<file path="src/rtl/gjc7_fifo_ctrl.sv">
// ----------------------------------------------------------------------------
// gjc7_fifo_ctrl
//
// Controller for a single-clock FIFO built around an external simple
// dual-port RAM with a 1-cycle registered read port. The RAM's CLKA and CLKB
// must both be driven from the same net as CLK.
//
// The RAM read register acts as a one-entry output stage. out_vld marks that
// this stage holds a word the consumer has not yet taken, so M_DATA is wired
// straight to RAM_DOUT. The RAM holds its read data while RE=0, so the output
// stays stable during a stall.
//
// Occupancy is split between ram_cnt (written, not yet read-issued) and
// out_vld. COUNT is their registered sum, so the FIFO holds DEPTH+1 words.
//
// Ports
//   CLK          single clock
//   RST          synchronous active-high reset
//   S_VALID      write-side valid
//   S_READY      write-side ready (low while the RAM is full or in reset)
//   S_DATA       write-side data
//   M_VALID      read-side valid
//   M_READY      read-side ready
//   M_DATA       read-side data (= RAM_DOUT)
//   RAM_WE       RAM write enable
//   RAM_ADDRA    RAM write address
//   RAM_DIN      RAM write data
//   RAM_RE       RAM read enable
//   RAM_ADDRB    RAM read address
//   RAM_DOUT     RAM registered read data
//   COUNT        total occupancy, 0..DEPTH+1
//   FULL         RAM-resident entries equal DEPTH
//   EMPTY        COUNT == 0
//   ALMOST_FULL  COUNT >= AF_LEVEL
// ----------------------------------------------------------------------------
module gjc7_fifo_ctrl #(
    parameter int unsigned DATA_WIDTH = 36,
    parameter int unsigned ADDR_WIDTH = 9,
    parameter int unsigned AF_LEVEL   = 480
) (
    input  logic                  CLK,
    input  logic                  RST,
    input  logic                  S_VALID,
    output logic                  S_READY,
    input  logic [DATA_WIDTH-1:0] S_DATA,
    output logic                  M_VALID,
    input  logic                  M_READY,
    output logic [DATA_WIDTH-1:0] M_DATA,
    output logic                  RAM_WE,
    output logic [ADDR_WIDTH-1:0] RAM_ADDRA,
    output logic [DATA_WIDTH-1:0] RAM_DIN,
    output logic                  RAM_RE,
    output logic [ADDR_WIDTH-1:0] RAM_ADDRB,
    input  logic [DATA_WIDTH-1:0] RAM_DOUT,
    output logic [ADDR_WIDTH:0]   COUNT,
    output logic                  FULL,
    output logic                  EMPTY,
    output logic                  ALMOST_FULL
);

    // DEPTH = 2**ADDR_WIDTH, expressed at counter width.
    localparam logic [ADDR_WIDTH:0] DEPTH_CNT = {1'b1, {ADDR_WIDTH{1'b0}}};
    localparam logic [ADDR_WIDTH:0] AF_CNT    = (ADDR_WIDTH + 1)'(AF_LEVEL);
    localparam logic [ADDR_WIDTH:0] MAX_CNT   = DEPTH_CNT + (ADDR_WIDTH + 1)'(1);

    // ------------------------------------------------------------------------
    // State
    // ------------------------------------------------------------------------
    logic [ADDR_WIDTH-1:0] wptr, wptr_d;
    logic [ADDR_WIDTH-1:0] rptr, rptr_d;
    logic [ADDR_WIDTH:0]   ram_cnt, ram_cnt_d;
    logic                  out_vld, out_vld_d;
    logic [ADDR_WIDTH:0]   count_q, count_d;

    logic full;
    logic push;
    logic rd_issue;
    logic pop;

    // ------------------------------------------------------------------------
    // Handshake decode
    // ------------------------------------------------------------------------
    always_comb begin
        // FULL looks only at registered state, so a read issued this cycle
        // cannot open a write slot until the next cycle.
        full     = (ram_cnt == DEPTH_CNT);
        S_READY  = !full && !RST;
        push     = S_VALID && S_READY;
        // ram_cnt only counts writes completed at a prior edge, so a read
        // never targets the entry being written in the same cycle.
        rd_issue = !RST && (ram_cnt != '0) && (!out_vld || M_READY);
        pop      = out_vld && M_READY;
    end

    // ------------------------------------------------------------------------
    // Next state
    // ------------------------------------------------------------------------
    always_comb begin
        wptr_d    = wptr;
        rptr_d    = rptr;
        ram_cnt_d = ram_cnt;
        out_vld_d = out_vld;

        if (push) begin
            wptr_d = wptr + ADDR_WIDTH'(1);
        end
        if (rd_issue) begin
            rptr_d = rptr + ADDR_WIDTH'(1);
        end

        unique case ({push, rd_issue})
            2'b10:   ram_cnt_d = ram_cnt + (ADDR_WIDTH + 1)'(1);
            2'b01:   ram_cnt_d = ram_cnt - (ADDR_WIDTH + 1)'(1);
            default: ram_cnt_d = ram_cnt;
        endcase

        // A new read refills the output stage in the same edge that the
        // consumer drains it, so back-to-back reads keep out_vld high.
        if (rd_issue) begin
            out_vld_d = 1'b1;
        end else if (pop) begin
            out_vld_d = 1'b0;
        end

        count_d = ram_cnt_d + {{ADDR_WIDTH{1'b0}}, out_vld_d};
    end

    always_ff @(posedge CLK) begin
        if (RST) begin
            wptr    <= '0;
            rptr    <= '0;
            ram_cnt <= '0;
            out_vld <= 1'b0;
            count_q <= '0;
        end else begin
            wptr    <= wptr_d;
            rptr    <= rptr_d;
            ram_cnt <= ram_cnt_d;
            out_vld <= out_vld_d;
            count_q <= count_d;
        end
    end

    // ------------------------------------------------------------------------
    // Outputs
    // ------------------------------------------------------------------------
    always_comb begin
        RAM_WE      = push;
        RAM_ADDRA   = wptr;
        RAM_DIN     = S_DATA;
        RAM_RE      = rd_issue;
        RAM_ADDRB   = rptr;
        M_VALID     = out_vld;
        M_DATA      = RAM_DOUT;
        COUNT       = count_q;
        FULL        = full;
        EMPTY       = (count_q == '0);
        ALMOST_FULL = (count_q >= AF_CNT);
    end

`ifndef SYNTHESIS
    // Same-entry read and write in one cycle would return stale data.
    a_no_rw_same_addr : assert property (@(posedge CLK) disable iff (RST)
        !(RAM_WE && RAM_RE && (RAM_ADDRA == RAM_ADDRB)));

    a_count_range : assert property (@(posedge CLK) disable iff (RST)
        count_q <= MAX_CNT);

    a_no_read_in_stall : assert property (@(posedge CLK) disable iff (RST)
        (out_vld && !M_READY) |-> !RAM_RE);
`endif

endmodule

</file>
<file path="config.mk">
export PLATFORM = sky130hd
export DESIGN_NAME = gjc7_fifo_ctrl
export DESIGN_NICKNAME = d
export VERILOG_FILES = /design/src/rtl/gjc7_fifo_ctrl.sv
export SDC_FILE = /design/constraint.sdc
export NUM_CORES = 1
export LEC_CHECK = 0
export BUFFER_PORTS_ARGS = -buffer_cell sky130_fd_sc_hd__buf_2
export CAP_MARGIN = 15
export CELL_PAD_IN_SITES_DETAIL_PLACEMENT = 0
export CELL_PAD_IN_SITES_GLOBAL_PLACEMENT = 2
export CORE_MARGIN = 3
export CORE_UTILIZATION = 23
export DETAILED_ROUTE_END_ITERATION = 16
export PLACE_DENSITY_LB_ADDON = 0.08
export SYNTH_ARGS = -nofsm -noshare
export SYNTH_HDL_FRONTEND = slang
export SYNTH_SLANG_ARGS = --single-unit
</file>
<file path="constraint.sdc">
create_clock -name CLK -period 10.7 [get_ports CLK]
set_input_delay 3.21 -clock CLK [delete_from_list [all_inputs] [get_ports CLK]]
set_output_delay 3.21 -clock CLK [all_outputs]
set_load 0.01 [all_outputs]
</file>
== Yosys cells after proc, flatten, opt, wreduce, memory -nomap -nowiden ==
Index checks and enable logic that the tools add are counted.

* Flip-flop bits (word level): 39
* Bits of input ports: 76
* Output and inout bits: 107
* Word-level logic and storage cells: 28

* Add/subtract/negate cells: 5
* $lt $le $gt $ge: 1
* Eq/ne operators: 3
* Muxes and demuxes: 3
* Reduce and logical (&&, ||, !) cells: 11

{| class="wikitable"
|+ Operators with widths
! cell !! number
|-
| 10-bit case mux with 2 select lines || 1
|-
| 9-bit by 1-bit adder with 9-bit output, second input constant || 2
|-
| 10-bit by 1-bit adder with 10-bit output || 1
|-
| 10-bit by 1-bit adder with 10-bit output, second input constant || 1
|-
| 10-bit == test, second input constant || 1
|-
| 10-bit by 9-bit >= comparator with 1-bit output, second input constant || 1
|-
| 10-bit zero test || 1
|-
| 10-bit nonzero test || 1
|-
| 10-bit by 1-bit subtractor with 10-bit output, second input constant || 1
|-
| 1-bit logical AND || 5
|-
| 1-bit zero test || 3
|-
| 2-bit by 1-bit == test with 1-bit output, second input constant || 1
|-
| 2-bit == test, second input constant || 1
|-
| 1-bit 2-to-1 mux || 2
|-
| 1-bit logical OR || 1
|}

== Depth between registers and ports, before layout ==
* Depth in word-level cells: 7
* Gate-level depth with buffers: 14
* Gate-level depth less buffers: 11

== Worst setup path after synthesis ==
Ideal clock, no wire load.

* Path type: input -> output
* From: input RST
* To: output RAM_WE
* Data arrival time: 4.019 ns
* Data required time: 7.490 ns
* Path slack: 3.471 ns
* Stages on the path: 4
* Path buffers: 1
* Cells stage by stage: clkbuf_1 > a41oi_1 > nand2_1 > clkinv_1

* Longest elaborated chain between the ends: 3

{| class="wikitable"
|+ RTL lines
! what !! RTL line !! text
|-
| start: declaration || 42 || <nowiki>input logic RST,</nowiki>
|-
| 1-bit zero test || 87 || <nowiki>S_READY = !full && !RST;</nowiki>
|-
| 1-bit logical AND || 87 ||
|-
| via S_READY || 44 || <nowiki>output logic S_READY,</nowiki>
|-
| 1-bit logical AND || 88 || <nowiki>push = S_VALID && S_READY;</nowiki>
|-
| end: declaration || 49 || <nowiki>output logic RAM_WE,</nowiki>
|}

The timed path passes the listed nets, and every way through them passes these cells.

== Final worst setup path ==
* From: input RST
* To: output RAM_WE

* Longest elaborated chain between the ends: 3

{| class="wikitable"
|+ RTL lines
! what !! RTL line
|-
| 1-bit zero test || 87
|-
| 1-bit logical AND || 87
|-
| 1-bit logical AND || 88
|}

No other way between the ends.

==> results.sh <==
export IMPL_hold_viol=0
export IMPL_cp_data_arrival_time_ns=4.58
export IMPL_pwr_share_clk_pct=19.7
export IMPL_place_ws_ns=2.83
export IMPL_start_util_pct=23.8
export IMPL_final_period_utilization_pct=72.8
export IMPL_outcome="finished clean"
export IMPL_post_cts_buffers=0
export IMPL_nFillCells=1289
export IMPL_drtAntennaViolNets=0
export IMPL_clockBufferDepth=2
export IMPL_routedWlPerCell_um=15.8
export IMPL_finalNetCount=385
export IMPL_power_internal_w=0.000477
export IMPL_netSwitchingFraction_pct=45.1
export IMPL_gp_congestion=0.715
export IMPL_mostFrequentLayoutCells="39 x dfxtp_1, 38 x buf_2, 35 x nor2_1"
export IMPL_layout_min_cycle_time_ns=7.79
export IMPL_holdBufCountCts=0
export IMPL_ys_ff_latch=39
export IMPL_ys_warn_count=0
export IMPL_setup_tns_ns=0
export IMPL_firstDrtPassIters=4
export IMPL_top_level_ports=183
export IMPL_grt_usage_pct=10.8
export IMPL_cp_start_kind="input pin"
export IMPL_final_max_slew_viol_count=0
export IMPL_seq_power_share_pct=26.2
export IMPL_seq_area_frac_synth_pct=28.5
export IMPL_rsz0062_at_grt="no"
export IMPL_required_ns=7.49
export IMPL_synth_ff_type="dfxtp_1"
export IMPL_die_y_um=115
export IMPL_cpMostUsedCell="buf_2"
export IMPL_r2r_start="ram_cnt[4]$_SDFF_PP0_"
export IMPL_whs_ns=0.514
export IMPL_power_density_nw_per_um2=321
export IMPL_grt_max_degree=36
export IMPL_async_flop_share_pct=0
export IMPL_clkSinkCount=39
export IMPL_yosysTopAreaCellShare_pct=28.5
export IMPL_max_freq_ghz=0.128
export IMPL_antenna_found_initial=0
export IMPL_min_delay_start="RAM_ADDRA[8]$_SDFFE_PP0P_"
export IMPL_critPathCaptureType="output port"
export IMPL_combPwrFrac_pct=54.1
export IMPL_yosysUniqueCellTypes=57
export IMPL_path_cells="buf_2 -> a41oi_1 -> nand2_1 -> clkinv_1 -> buf_2"
export IMPL_hold_path_class="reg2reg"
export IMPL_critPathLaunch="RST"
export IMPL_ir_drop_v=0.000111
export IMPL_critPathTopFamily="buffers and inverters"
export IMPL_slowest_delay_ns=0.52
export IMPL_netlist_area_um2=2740
export IMPL_maxCapViolCount=0
export IMPL_critPathMaxFanout=35
export IMPL_dieArea_um2=13300
export IMPL_vias=2067
export IMPL_synthTopCellsByArea="dfxtp_1 29%, buf_4 20%, ha_1 5.9%, nor2_1 4.8%, xor2_1 4.8%"
export IMPL_cts_tree="built"
export IMPL_die_w_um=115
export IMPL_critPathBufInv=3
export IMPL_final_layout_size_suffix_gt1_share_pct=16.9
export IMPL_drc=0
export IMPL_p_sw_w=0.000392
export IMPL_dp_hpwl_um=5230
export IMPL_p_leak_nw=1.18
export IMPL_overflow=0
export IMPL_rows=39
export IMPL_synth_edf_count=0
export IMPL_cts_resized=0
export IMPL_cp_slowest_cell="buf_2"
export IMPL_synthCells=330
export IMPL_grt_pass1_vias=2071
export IMPL_io_buffers=38
export IMPL_diodes=0
export IMPL_slew_headroom_pct=49.3
export IMPL_tightest_slew_ns=0.760
export IMPL_grt_pass1_wl_um=11300
export IMPL_syn_area_per_cell_um2=8.30
export IMPL_yosysTopAreaCell="dfxtp_1"
export IMPL_worst_setup_path_type="in2out"
export IMPL_setup_ws_ns=2.91
export IMPL_htreeDepth=2
export IMPL_syn_to_final_growth_pct=-1.23
export IMPL_drt_iter0_drc=78
export IMPL_setup_violations_final=0
export IMPL_viasPerCell=4.71
export IMPL_worstSkewPairLatency_ns=0.28
export IMPL_root_buffer="clkbuf_16"
export IMPL_wl_um=6960
export IMPL_final_common_cell="dfxtp_1"
export IMPL_skew_ns=0.00787
export IMPL_path_clk_slew_ns=0.06
export IMPL_core_area_um2=11500
export IMPL_numCtsBuffers=5
export IMPL_syn_nets=420
[metal layers]
metal / track usage [%] / wire length, um / vias to the layer above
li1: - / - / 1018
met4: 3.13 / 83 / 0
met5: 0 / 0 / -
met1: 14.6 / 3200 / 953
met2: 17.2 / 3270 / 78
met3: 2.37 / 404 / 18
[power groups by stage]
stage / registers, W / logic, W / clock network [W]
2_1_floorplan: 0.000227 / 0.000356 / 0
6_report: 0.000227 / 0.000470 / 0.000171
3_5_place_dp: 0.000231 / 0.000477 / 0
4_1_cts: 0.000228 / 0.000481 / 0.000180
3_3_place_gp: 0.000232 / 0.000491 / 0
5_1_grt: 0.000234 / 0.000534 / 0.000186
[final cells by class]
| type | instances | area, um2 | share of cell area (%) |
|---|---|---|---|
| timing repair buffer | 38 | 190 | 7.03 |
| tap | 143 | 179 | 6.61 |
| inverter | 8 | 30.0 | 1.11 |
| sequential | 39 | 781 | 28.9 |
| multi-input combinational | 203 | 1360 | 50.1 |
| clock buffer | 5 | 125 | 4.63 |
| clock inverter | 3 | 43.8 | 1.62 |
[worst min-delay path, delay by kind of cell, from the launching register on]
kind / cells / cell delay [ns]
XOR/XNOR: 1 / 0.07
flip-flops: 1 / 0.34
AND/OR/NAND/NOR: 1 / 0.07
[logic make-up after synthesis]
logic type | synth area share, %
and+or+nand+nor | 22.8
buffers and inverters | 22.0
AOI/OAI and AO/OA | 11.9
DFF | 28.5
xor gates and xnor gates | 7.04
adders and majority gates | 6.67
muxes | 1.19
[synth_stat cells, drive strengths merged (3+ instances only)]
| cell | instances |
|---|---|
| inv | 6 |
| nor2 | 35 |
| buf | 74 |
| and2 | 6 |
| ha | 13 |
| clkbuf | 6 |
| nand2 | 14 |
| nor2b | 5 |
| and3 | 9 |
| nor4b | 3 |
| a211oi | 3 |
| or4 | 3 |
| nor3 | 5 |
| nand4 | 9 |
| xor2 | 15 |
| dfxtp | 39 |
| a21oi | 12 |
| a21o | 4 |
| o21ai | 3 |
| nand3 | 16 |
| xnor2 | 7 |
| nor4 | 6 |
[registers in the layout, summed over array words and instances (netlist names)]
signal     flops
RAM_ADDRB      9
RAM_ADDRA      9
M_VALID        1
COUNT         10
ram_cnt       10
[path summary, 6_finish.rpt]
check | endpoint | slack [ns] | cells past startpoint
setup reg to reg | COUNT[9]$_SDFF_PP0_ | 6.02 | 11
hold reg to reg | RAM_ADDRA[8]$_SDFFE_PP0P_ | 0.51 | 2
setup / recovery | RAM_WE | 2.91 | 5
hold / removal | RAM_ADDRA[8]$_SDFFE_PP0P_ | 0.51 | 2
[metrics by stage]
step           power (W)  area, um2  cells  utilization (%)
3_3_place_gp    0.000723       2540    431             22.0
2_1_floorplan   0.000583       2740    330                -
6_report        0.000869       2710    439             23.5
3_5_place_dp    0.000708       2540    431             22.0
4_1_cts         0.000889       2710    439             23.5
5_1_grt         0.000953       2710    439             23.5
No activity file was read; power rests on OpenSTA's default activity.
